<file path="config.mk">
export PLATFORM = sky130hd
export DESIGN_NAME = regfile_write_arbiter
export DESIGN_NICKNAME = d
export VERILOG_FILES = /design/src/rtl/regfile_write_arbiter.sv
export SDC_FILE = /design/constraint.sdc
export NUM_CORES = 1
export LEC_CHECK = 0
export CORE_MARGIN = 2
export CORE_UTILIZATION = 46
export DETAILED_ROUTE_END_ITERATION = 7
export DONT_BUFFER_PORTS = 1
export HOLD_SLACK_MARGIN = 0.1
export SETUP_SLACK_MARGIN = 0.05
export SKIP_LAST_GASP = 1
export SLEW_MARGIN = 40
export SYNTH_ARGS = -nofsm -noshare
export SYNTH_HDL_FRONTEND = slang
export SYNTH_SLANG_ARGS = --single-unit
export TNS_END_PERCENT = 20
</file>
<file path="constraint.sdc">
create_clock -name clk -period 2.82 [get_ports clk]
set_clock_uncertainty 0.1 [all_clocks]
set_input_delay 0.282 -clock clk [delete_from_list [all_inputs] [get_ports clk]]
set_output_delay 0.282 -clock clk [all_outputs]
set_load 0.03 [all_outputs]
</file>
<file path="src/rtl/regfile_write_arbiter.sv">
// regfile_write_arbiter: arbitrates core and debug writes into one register-file write port with starvation guard and PC protection
module regfile_write_arbiter #(
  parameter int DATA_W       = 32,
  parameter int REGS         = 16,
  parameter int ADDR_W       = $clog2(REGS),
  parameter int PC_REG       = REGS - 1,
  parameter int STARVE_LIMIT = 4,
  localparam int SW          = $clog2(STARVE_LIMIT + 1)
) (
  input  logic              clk,
  input  logic              rst_n,
  input  logic              hold,
  input  logic              core_valid,
  input  logic [ADDR_W-1:0] core_reg,
  input  logic [DATA_W-1:0] core_data,
  output logic              core_ready,
  input  logic              dbg_valid,
  input  logic [ADDR_W-1:0] dbg_reg,
  input  logic [DATA_W-1:0] dbg_data,
  output logic              dbg_ready,
  output logic              rf_write_en,
  output logic [ADDR_W-1:0] rf_write_reg,
  output logic [DATA_W-1:0] rf_write_data,
  output logic              pc_write_err,
  output logic [SW-1:0]     starve_cnt
);
  logic [SW-1:0]     r_cnt;
  logic              r_wen;
  logic              r_err;
  logic [ADDR_W-1:0] r_reg;
  logic [DATA_W-1:0] r_data;
  logic              w_lim;
  logic              w_acc;
  logic              w_pc;
  logic [ADDR_W-1:0] w_reg;
  logic [DATA_W-1:0] w_data;
  logic [SW-1:0]     w_cnt_nxt;
  assign w_lim      = r_cnt == SW'(STARVE_LIMIT);
  // Core wins contention until the limit is reached; readies are forced low during reset.
  assign core_ready = rst_n & ~hold & core_valid & ~(dbg_valid & w_lim);
  assign dbg_ready  = rst_n & ~hold & dbg_valid & (~core_valid | w_lim);
  assign w_acc      = core_ready | dbg_ready;
  assign w_reg      = dbg_ready ? dbg_reg : core_reg;
  assign w_data     = dbg_ready ? dbg_data : core_data;
  assign w_pc       = w_reg == ADDR_W'(PC_REG);
  // A core grant while debug waits can only occur below the limit, so it increments.
  assign w_cnt_nxt  = hold ? r_cnt : (core_ready & dbg_valid) ? r_cnt + 1'b1 : '0;
  always_ff @(posedge clk or negedge rst_n)
    if (!rst_n) begin
      r_cnt  <= '0;
      r_wen  <= 1'b0;
      r_err  <= 1'b0;
      r_reg  <= '0;
      r_data <= '0;
    end else begin
      r_cnt <= w_cnt_nxt;
      r_wen <= w_acc & ~w_pc;
      r_err <= w_acc & w_pc;
      if (w_acc & ~w_pc) begin
        r_reg  <= w_reg;
        r_data <= w_data;
      end
    end
  assign rf_write_en   = r_wen;
  assign rf_write_reg  = r_reg;
  assign rf_write_data = r_data;
  assign pc_write_err  = r_err;
  assign starve_cnt    = r_cnt;
endmodule

</file>
==> impl_metrics.toml <==
[layout]
num_antenna_cells = 0
instances_no_fill = 209
fillers = 395
layout-area-overhead-vs-synth_pct = 7.636
nets = 234
drive_above_1_share_pct = 53.55
largest_reg_flops = 32

[drt]
drt_iter0_drc = 24
via_per_inst = 5.957
firstDrtPassIters = 2
drc_errors = 0
vias = 1245
drt-total-wl_um = 4042
ant_nets = 0
wl_per_cell_um = 19.34

[sta]
fmax_ghz = 0.4232
rsz0062_at_grt = "false"
setup_viol = 0
relSlewSlack_pct = 50.84
hold_violations = 0
fin_tns_setup_ns = 0
fin_crit_sh_pct = 83.79
worstMarginPinSlew_ns = 0.7339
fin_crit_ns = 2.363
drv_slew = 0

[yosys]
synth_seq_cells = 41
yosysMostFrequentCell = "dfrtp_1"
ys_types = 23
synthCells = 148
yosys-top-cells-area = "dfrtp_1, mux2_2, mux2_4, buf_6, mux2i_1"
ys_seq_area_share_pct = 46.38
yosysTopAreaCell = "dfrtp_1"
syn-num-nets = 227
async_flop_share_pct = 100.0
yosysWarnings = 0
yosys.area.top_type_share_pct = 46.38
syn_area_mm2 = 0.002212
synthTopCellsByCount = "dfrtp_1, mux2_2, mux2_4"
avgSynthCellArea_um2 = 14.95
synth-main-ff-cell = "dfrtp_1"
synth-edff-count = 0

[clocking]
cts_resized = 0
cts_buffer_depth = 2
clk_latency_ns = 0.28
h-tree-depth = 2
cts_buffers = 5
cts_root_buf = "clkbuf_8"
cts_tree = "yes"
cts.sinks = 41
clkTransAtPathRegs_ns = 0.07

[die]
fp.dieH_um = 73.35
coreArea_mm2 = 0.004692
die_area_mm2 = 0.005379
die-width_um = 73.35
io_pins = 120
start_util_pct = 47.15
rows = 25

[global_route]
first_global_vias = 1316
track_usage_pct = 15.51
grt_pass1_wl_um = 6299
grt_max_degree = 42
antenna_found_initial = 0
gr-total-overflow = 0

[pwr]
power.density_mw_per_mm2 = 725.2
leakage_nw = 1.018
ir_drop_uv = 395.6

[place]
port_buffers = 0
place_hpwl_um = 3013
post-place-cells = 199
gp_congestion = 0.7232

[min_path]
hp-class = "in -> reg"

[worst_setup_path]
cp_max_fo = 20
path_cells = "inv_1 > ha_1 > nand2_1 > a21oi_4 > buf_4 > mux2_2 > mux2_4"
start_kind = "flop"
critPathKind = "reg -> reg"
worst_setup_path_end_kind = "flop"
required_ns = 2.89
max_stage_delay_ns = 0.52
cp_slowest_cell = "dfrtp_1"
cp.arrival_ns = 2.43

[job]
maxCapViolations = 0

[status]
status = "completed"
-- stage by stage --
step                power (mW)  hold slack [ns]  instance area, um2  utilization, %  setup slack (ns)
floorplan                1.235          -0.1136                2212               -            0.5848
global placement         1.271          -0.1126                2237           47.68            0.4965
detailed placement       1.281          -0.1126                2237           47.68            0.4560
CTS                      1.756           0.1290                2381           50.75            0.4466
global route             1.811           0.1539                2381           50.75            0.3173
finish                   1.727           0.1321                2381           50.75            0.4572
-- report_power, final --
group	total (mW)	switching, mW	internal [mW]
logic	0.258	0.0781	0.180
registers	1.03	0.325	0.701
clock network	0.444	0.187	0.257
-- final timing paths --
check / endpoint / cells after the start / slack [ns] / start
max in group asynchronous: rf_write_data[20]$_DFFE_PN0P_ / 2 / 2.06 / rst_n
setup / recovery: rf_write_data[25]$_DFFE_PN0P_ / 7 / 0.46 / starve_cnt[0]$_DFFE_PN0N_
hold / removal: rf_write_reg[3]$_DFFE_PN0P_ / 2 / 0.13 / core_reg[3]
hold reg to reg: rf_write_reg[1]$_DFFE_PN0P_ / 1 / 0.63 / rf_write_reg[1]$_DFFE_PN0P_
min in group asynchronous: rf_write_reg[2]$_DFFE_PN0P_ / 2 / 0.36 / rst_n
setup reg to reg: rf_write_data[25]$_DFFE_PN0P_ / 7 / 0.46 / starve_cnt[0]$_DFFE_PN0N_
-- routing by layer --
layer | track usage, % | up-vias | wire, um
li1 | - | 550 | -
met1 | 17.28 | 620 | 1492
met2 | 26.93 | 67 | 2144
met3 | 6.173 | 8 | 342
met4 | 5.253 | 0 | 61
met5 | 0 | - | 0
-- area by class of cell --
cell class / instances / area [um2] / area share [%]
Clock buffer: 5 / 68.82 / 2.890
Clock inverter: 2 / 35.03 / 1.471
Inverter: 3 / 11.26 / 0.4729
Multi-Input combinational cell: 97 / 1102 / 46.30
Sequential cell: 41 / 1026 / 43.09
Tap cell: 54 / 67.56 / 2.838
Timing Repair Buffer: 7 / 70.07 / 2.943
-- logic make-up after synthesis --
kind of cell | after synthesis | share of synthesized area (%)
DFF | 41 | 46.38
buffers and inverters | 10 | 3.789
and+or+nand+nor | 15 | 4.525
muxes | 71 | 40.84
adders and majority gates | 2 | 1.131
AOI/OAI and AO/OA | 9 | 3.338
-- placed cells by master (no fill, tap or decap), types with 3 or more instances in the layout --
master	Yosys	layout
mux2_2	40	40
mux2_4	26	26
clkbuf_8	0	5
buf_4	0	4
nand4_1	3	3
dfrtp_1	41	41
mux2i_1	4	4
nand2_1	4	4
a2bb2oi_1	3	3
inv_1	3	3
-- worst max-delay path, delay by kind of cell (launching register included) --
family / cells / cell delay [ns]
multiplexers: 2 / 0.63
AO/OA/AOI/OAI: 1 / 0.24
flip-flops: 1 / 0.52
adder cells (fa/ha/maj): 1 / 0.16
buffers and inverters: 2 / 0.46
AND/OR/NAND/NOR: 1 / 0.11
-- what timing repair did --
action,CTS,global route
hold buffers,3,0
setup buffers,0,0
endpoints found under the hold margin,44,0
Note: power is estimated with default switching activity, not from simulation.
